**src/rtl/piano_key_renderer_if.sv**
```systemverilog
// Pixel-write bus between the key-strip renderer and its environment:
// raw key inputs and enable in, vga_adapter pixel port and busy out.
interface piano_key_renderer_if #(
    parameter int NUM_KEYS = 8,
    parameter int X_W      = 8,
    parameter int Y_W      = 7
);
    logic [NUM_KEYS-1:0] key_n;
    logic                enable;
    logic [X_W-1:0]      x;
    logic [Y_W-1:0]      y;
    logic [2:0]          colour;
    logic                plot;
    logic                busy;

    // Environment side: drives the keys and enable, watches the pixel port.
    modport master (
        output key_n,
        output enable,
        input  x,
        input  y,
        input  colour,
        input  plot,
        input  busy
    );

    // Renderer side.
    modport slave (
        input  key_n,
        input  enable,
        output x,
        output y,
        output colour,
        output plot,
        output busy
    );
endinterface

```
**src/rtl/piano_key_renderer.sv**
```systemverilog
// Piano key-strip renderer: watches NUM_KEYS active-low keys and repaints
// each key whose on-screen state is stale as a KEY_W x KEY_H rectangle,
// one pixel per clock, serving stale keys round-robin.
module piano_key_renderer #(
    parameter int NUM_KEYS = 8,
    parameter int KEY_W    = 16,
    parameter int KEY_H    = 8,
    parameter int KEY_Y    = 87,
    parameter int X_W      = 8,
    parameter int Y_W      = 7
) (
    input  logic                  clk,
    input  logic                  resetn,
    piano_key_renderer_if.slave   vga
);

    localparam int IDX_W = (NUM_KEYS > 1) ? $clog2(NUM_KEYS) : 1;

    typedef enum logic [1:0] {
        S_IDLE,
        S_LOAD,
        S_FILL
    } state_e;

    state_e               state_q, state_d;

    logic [NUM_KEYS-1:0]  sync1_q, sync2_q;
    logic [NUM_KEYS-1:0]  live;
    logic [NUM_KEYS-1:0]  dirty;
    logic [NUM_KEYS-1:0]  drawn_q, drawn_d;

    logic [IDX_W-1:0]     last_q, last_d;
    logic [X_W-1:0]       base_x_q, base_x_d;
    logic [X_W-1:0]       col_q, col_d;
    logic [Y_W-1:0]       row_q, row_d;

    logic [X_W-1:0]       x_q, x_d;
    logic [Y_W-1:0]       y_q, y_d;
    logic [2:0]           colour_q, colour_d;
    logic                 plot_q, plot_d;

    logic [IDX_W-1:0]     win;
    logic                 win_valid;
    logic [IDX_W-1:0]     cand;
    logic [2:0]           win_colour;
    logic [X_W-1:0]       win_base_x;
    logic                 last_px;

    // Two-flop synchroniser for the asynchronous key inputs; reset to released.
    // NOTE: sequential state uses non-blocking assignments so every flop
    // samples the pre-edge value of the others, independent of block order.
    always_ff @(posedge clk) begin
        if (!resetn) begin
            sync1_q <= '1;
            sync2_q <= '1;
        end else begin
            sync1_q <= vga.key_n;
            sync2_q <= sync1_q;
        end
    end

    // A key is stale whenever its live level differs from what was last drawn.
    assign live  = ~sync2_q;
    assign dirty = live ^ drawn_q;

    // Round-robin arbiter: first stale key found searching from last_served+1.
    // NOTE: every always_comb output gets a default first so that no path
    // leaves a variable unassigned and infers a latch.
    always_comb begin
        win       = '0;
        win_valid = 1'b0;
        cand      = '0;
        for (int off = 1; off <= NUM_KEYS; off++) begin
            cand = IDX_W'((int'(last_q) + off) % NUM_KEYS);
            if (!win_valid && dirty[cand]) begin
                win       = cand;
                win_valid = 1'b1;
            end
        end
    end

    // Pressed colour cycles through the seven non-black values; base x of the winner.
    assign win_colour = live[win] ? 3'((int'(win) % 7) + 1) : 3'b000;
    assign win_base_x = X_W'(int'(win) * KEY_W);

    assign last_px = (col_q == X_W'(KEY_W - 1)) && (row_q == Y_W'(KEY_H - 1));

    // FSM state register.
    always_ff @(posedge clk) begin
        if (!resetn) begin
            state_q <= S_IDLE;
        end else begin
            state_q <= state_d;
        end
    end

    // Next-state, drawn bookkeeping and next pixel to present on the port.
    always_comb begin
        state_d  = state_q;
        drawn_d  = drawn_q;
        last_d   = last_q;
        base_x_d = base_x_q;
        col_d    = col_q;
        row_d    = row_q;
        x_d      = x_q;
        y_d      = y_q;
        colour_d = colour_q;
        plot_d   = 1'b0;

        unique case (state_q)
            S_IDLE: begin
                if (vga.enable && |dirty) begin
                    state_d = S_LOAD;
                end
            end

            S_LOAD: begin
                if (win_valid) begin
                    // Marking the key drawn here lets a change during its own
                    // fill re-raise dirty and queue a redraw.
                    drawn_d[win] = live[win];
                    last_d       = win;
                    base_x_d     = win_base_x;
                    col_d        = '0;
                    row_d        = '0;
                    x_d          = win_base_x;
                    y_d          = Y_W'(KEY_Y);
                    colour_d     = win_colour;
                    plot_d       = 1'b1;
                    state_d      = S_FILL;
                end else begin
                    // The change vanished before service (press/release glitch).
                    state_d = S_IDLE;
                end
            end

            S_FILL: begin
                if (last_px) begin
                    // Chain straight into the next LOAD so consecutive fills
                    // are separated by a single non-plot cycle.
                    state_d = (vga.enable && |dirty) ? S_LOAD : S_IDLE;
                end else begin
                    if (col_q == X_W'(KEY_W - 1)) begin
                        col_d = '0;
                        row_d = row_q + 1'b1;
                    end else begin
                        col_d = col_q + 1'b1;
                    end
                    x_d    = base_x_q + col_d;
                    y_d    = Y_W'(KEY_Y) + row_d;
                    plot_d = 1'b1;
                end
            end

            default: begin
                state_d = S_IDLE;
            end
        endcase
    end

    // Datapath and registered pixel-port outputs.
    always_ff @(posedge clk) begin
        if (!resetn) begin
            drawn_q  <= '0;
            last_q   <= '0;
            base_x_q <= '0;
            col_q    <= '0;
            row_q    <= '0;
            x_q      <= '0;
            y_q      <= '0;
            colour_q <= '0;
            plot_q   <= 1'b0;
        end else begin
            drawn_q  <= drawn_d;
            last_q   <= last_d;
            base_x_q <= base_x_d;
            col_q    <= col_d;
            row_q    <= row_d;
            x_q      <= x_d;
            y_q      <= y_d;
            colour_q <= colour_d;
            plot_q   <= plot_d;
        end
    end

    assign vga.x      = x_q;
    assign vga.y      = y_q;
    assign vga.colour = colour_q;
    assign vga.plot   = plot_q;
    assign vga.busy   = (state_q != S_IDLE);

endmodule

```
**src/flat_wrapper.sv**
```systemverilog
// flat-port wrapper written by rule: the top's interface ports become plain ports
module piano_key_renderer_flat 
#(
    parameter int NUM_KEYS = 8,
    parameter int KEY_W    = 16,
    parameter int KEY_H    = 8,
    parameter int KEY_Y    = 87,
    parameter int X_W      = 8,
    parameter int Y_W      = 7
)
  (clk, resetn, vga_key_n, vga_enable, vga_x, vga_y, vga_colour, vga_plot, vga_busy);
  piano_key_renderer_if #(.NUM_KEYS(NUM_KEYS), .X_W(X_W), .Y_W(Y_W)) vga_i ();
  input  logic clk;
  input  logic resetn;
  input wire logic [$bits(vga_i.key_n)-1:0] vga_key_n;
  input wire logic [$bits(vga_i.enable)-1:0] vga_enable;
  output wire logic [$bits(vga_i.x)-1:0] vga_x;
  output wire logic [$bits(vga_i.y)-1:0] vga_y;
  output wire logic [$bits(vga_i.colour)-1:0] vga_colour;
  output wire logic [$bits(vga_i.plot)-1:0] vga_plot;
  output wire logic [$bits(vga_i.busy)-1:0] vga_busy;
  assign vga_i.key_n = vga_key_n;
  assign vga_i.enable = vga_enable;
  assign vga_x = vga_i.x;
  assign vga_y = vga_i.y;
  assign vga_colour = vga_i.colour;
  assign vga_plot = vga_i.plot;
  assign vga_busy = vga_i.busy;
  piano_key_renderer #(.NUM_KEYS(NUM_KEYS), .KEY_W(KEY_W), .KEY_H(KEY_H), .KEY_Y(KEY_Y), .X_W(X_W), .Y_W(Y_W)) u_core (.clk(clk), .resetn(resetn), .vga(vga_i));
endmodule
```
**config.mk**
```make
export PLATFORM = sky130hd
export DESIGN_NAME = piano_key_renderer_flat
export DESIGN_NICKNAME = d
export VERILOG_FILES = /design/src/rtl/piano_key_renderer_if.sv /design/src/rtl/piano_key_renderer.sv /design/src/flat_wrapper.sv
export SDC_FILE = /design/constraint.sdc
export NUM_CORES = 1
export LEC_CHECK = 0
export ABC_AREA = 1
export BUFFER_PORTS_ARGS = -buffer_cell sky130_fd_sc_hd__buf_2
export CORE_MARGIN = 2
export CORE_UTILIZATION = 35
export CTS_CLUSTER_DIAMETER = 100
export CTS_CLUSTER_SIZE = 14
export DETAILED_ROUTE_END_ITERATION = 7
export GPL_TIMING_DRIVEN = 0
export PLACE_DENSITY = 0.55
export SLEW_MARGIN = 10
export SYNTH_ARGS = -nofsm -noshare
export SYNTH_HDL_FRONTEND = slang
export SYNTH_SLANG_ARGS = --single-unit
```
**constraint.sdc**
```tcl
create_clock -name clk -period 3.01 [get_ports clk]
set_input_delay 0.301 -clock clk [delete_from_list [all_inputs] [get_ports clk]]
set_output_delay 0.301 -clock clk [all_outputs]
set_load 0.05 [all_outputs]
```
==> results.yml <==
run_status:
  status: "finished, violations left"
  violations: "setup timing"
timing:
  relSlewSlack_pct: 51.17
  fmax_mhz: 331.8
  setup_viol: 1
  setup_ws_ps: -3.577
  slew_viol_final: 0
  period_share_pct: 100.1
  hold_viol: 0
  worst_pin_slew_ps: 729.7
  setup_tns_ps: -3.577
  rsz0062_at_grt: "yes"
  holdWs_ps: 157.9
  final.min_clock_period_ps: 3014
  finalClockSkew_ps: 8.705
clock_tree:
  cts_inserted_buffers: 9
  clk-insertion-delay-late_ps: 330
  cts.reportedPaths.clkPinSlew_ps: 50
  cts_tree: "yes"
  cts_buffer_depth: 2
  holdBufCountCts: 0
  cts_root_buf: "clkbuf_16"
  cts.sinks: 59
  h-tree-depth: 3
global_route:
  overflow: 0
  grt_util_all_layers_pct: 19.85
  antenna_found_initial: 0
  grt_start_max_net_pins: 17
  grt_pass1_vias: 3780
  grt_pass1_wl_mm: 18.38
critical_path:
  ff2ff_setup_slack_ps: -4
  crit_type: "reg2reg"
  slowest_delay_ps: 390
  reg2reg_depth: 21
  end_kind: "register"
  r2r_end: "u_core.vga.colour[0]"
  start_kind: "register"
  cp.required_ps: 3200
  crit_chain: "clkinv_8 -> ha_4 -> clkinvlp_4 -> nand3_4 -> nand3_4 -> nand2_4 -> nand4_4 -> nor2_4 -> nand4_4 -> nand2_4 -> nor2_4 -> nor2_4 -> buf_12 -> nor2_4 -> nand2_2 -> nand2_2 -> nor2_4 -> buf_12 -> nor2_4 -> nand2_2 -> a21oi_2"
  crit_top_cell: "nor2_4"
  cp.arrival_ps: 3210
  r2r-start: "u_core.last_q[0]"
  path_max_fanout: 7
  crit_slowest_cell: "dfxtp_4"
routing:
  wl_mm: 11.12
  highest_layer: "met4"
  drc_errors: 0
  wl_met1_mm: 5.419
  drt-wirelength-per-cell_um: 14.14
  vias_per_cell: 4.943
  drt_iter0_markers: 282
  routed-wl-met3_um: 467
  vias: 3885
  drt_pass1_iterations: 5
  ant_nets: 0
  wl_met2_mm: 4.874
final_layout:
  seq_area_mm2: 0.001189
  final_cell_mix: "124 x nand2_1, 62 x nand3_1, 57 x inv_1, 57 x dfxtp_1, 39 x a21oi_1"
  final_common_cell: "nand2_1"
  layout-drive-gt1-share_pct: 30.03
  nNetsFinal: 667
  area_delta_synth_final_pct: 29.02
  nFillCells: 1114
  antenna_cells: 0
  stdcell_area_mm2: 0.005101
  multi_input_area_mm2: 0.002665
placed_design:
  gp_congestion: 0.9498
  dpl_cell_area_mm2: 0.004275
  hpwl_mm: 7.804
  portBuffers: 29
worst_hold_path:
  hp-class: "in2reg"
  min_path_cells: 2
  hold_start: "vga_key_n[2]"
  hold_end: "u_core.sync1_q[2]"
yosys:
  synth-warning-count: 0
  synthCells: 575
  syn_area_mm2: 0.003954
  yosysSeqAreaShare_pct: 29.87
  synth.avg_cell_area_um2: 6.876
  syn-num-nets: 600
  ys_types: 47
  ys_ff_latch: 59
floorplanning:
  die_y_um: 110.3
  start_util_pct: 36.16
  rows: 38
  dieWidth_um: 110.3
  io-pin-count: 31
  core_area_mm2: 0.01094
  dieArea_mm2: 0.01216
flow_run:
  drv_cap: 0
layer usage:
metal | vias to the layer above | track usage, %
li1 | 2019 | -
met2 | 104 | 30.63
met4 | 0 | 8.661
met1 | 1737 | 26.83
met3 | 25 | 3.939
met5 | - | 0
critical path, delay by kind of cell, from the launching register on:
kind	cells	cell delay, ps
adders and majority gates	1	280
AOI/OAI and AO/OA	1	50
and+or+nand+nor	15	1610
buffers and inverters	4	540
DFF	1	390
metrics by stage:
stage,utilization [%],worst slack [ps],std cells
floorplan,-,23.50,575
global placement,39.10,-474.8,744
detailed placement,39.10,-501.3,744
CTS,44.74,-5.543,780
global route,46.65,-169.5,786
finish,46.65,-3.577,786
repair_timing:
item | CTS | global route
pin swaps | 21 | 27
setup endpoints to repair | 13 | 34
buffers inserted | 22 | 9
resized for setup | 38 | 33
flip-flops by register name, indices dropped and copies added (netlist names):
signal	count
u_core.row_q	7
u_core.vga.colour	3
u_core.vga.plot	1
u_core.sync2_q	8
u_core.drawn_q	8
u_core.state_q	2
u_core.last_q	3
u_core.vga.y	7
u_core.vga.x	8
u_core.col_q	4
u_core.sync1_q	8
cell type report:
cell class	instances	area share, %
repair buffers	59	7.898
clock buffers	13	5.298
multi-input cells	427	52.24
clock inverters	2	0.1962
plain buffers	17	2.085
inverters	69	5.543
well taps	140	3.434
flip-flops and latches	59	23.30
synthesized netlist by cell type (all sizes together):
master / instances / share of area (%)
nand2: 144 / 14
nand3: 87 / 13
inv: 68 / 6.5
dfxtp: 59 / 30
a21oi: 47 / 6.2
nor2: 45 / 5.3
o21ai: 25 / 3.5
or2: 19 / 3.0
ha: 13 / 4.1
xor2: 13 / 2.9
buf: 11 / 2.4
nand4: 9 / 2.2
clkbuf: 8 / 0.85
nor3: 5 / 0.63
a211oi: 3 / 0.57
xnor2: 3 / 0.66
a41oi: 2 / 0.44
a21boi: 1 / 0.28
a31o: 1 / 0.22
a31oi: 1 / 0.16
and2: 1 / 0.22
clkinv: 1 / 0.095
dlygate4sd3: 1 / 0.25
fa: 1 / 0.51
nand3b: 1 / 0.19
nor4: 1 / 0.16
o211a: 1 / 0.25
o211ai: 1 / 0.19
o21a: 1 / 0.19
o221ai: 1 / 0.22
o22ai: 1 / 0.16
how the worst max path moves through the flow:
| stage | slack (ps) | cells past startpoint | startpoint | to |
|---|---|---|---|---|
| after detailed placement | -500 | 23 | u_core.last_q[0] | u_core.vga.colour[2] |
| final | -4 | 21 | u_core.last_q[0] | u_core.vga.colour[0] |
| after floorplan | 20 | 23 | u_core.last_q[0] | u_core.vga.colour[2] |
| after global placement | -470 | 23 | u_core.last_q[0] | u_core.vga.colour[2] |
| after global routing | -170 | 21 | u_core.last_q[0] | u_core.vga.colour[0] |
| after CTS | -6 | 22 | u_core.last_q[1] | u_core.vga.colour[0] |
cells by family (layout without fill, tap and decap cells):
family | Yosys count | after routing | synth area share, %
xor gates and xnor gates | 16 | 16 | 3.544
AOI/OAI and AO/OA | 85 | 85 | 12.47
DFF | 59 | 59 | 29.87
buffers and inverters | 89 | 160 | 10.16
and+or+nand+nor | 312 | 312 | 39.34
adders and majority gates | 14 | 14 | 4.620
Power is left out: the tool's default activity adds up to more than one toggle a clock period on the data nets, which glitch-free logic cannot reach.
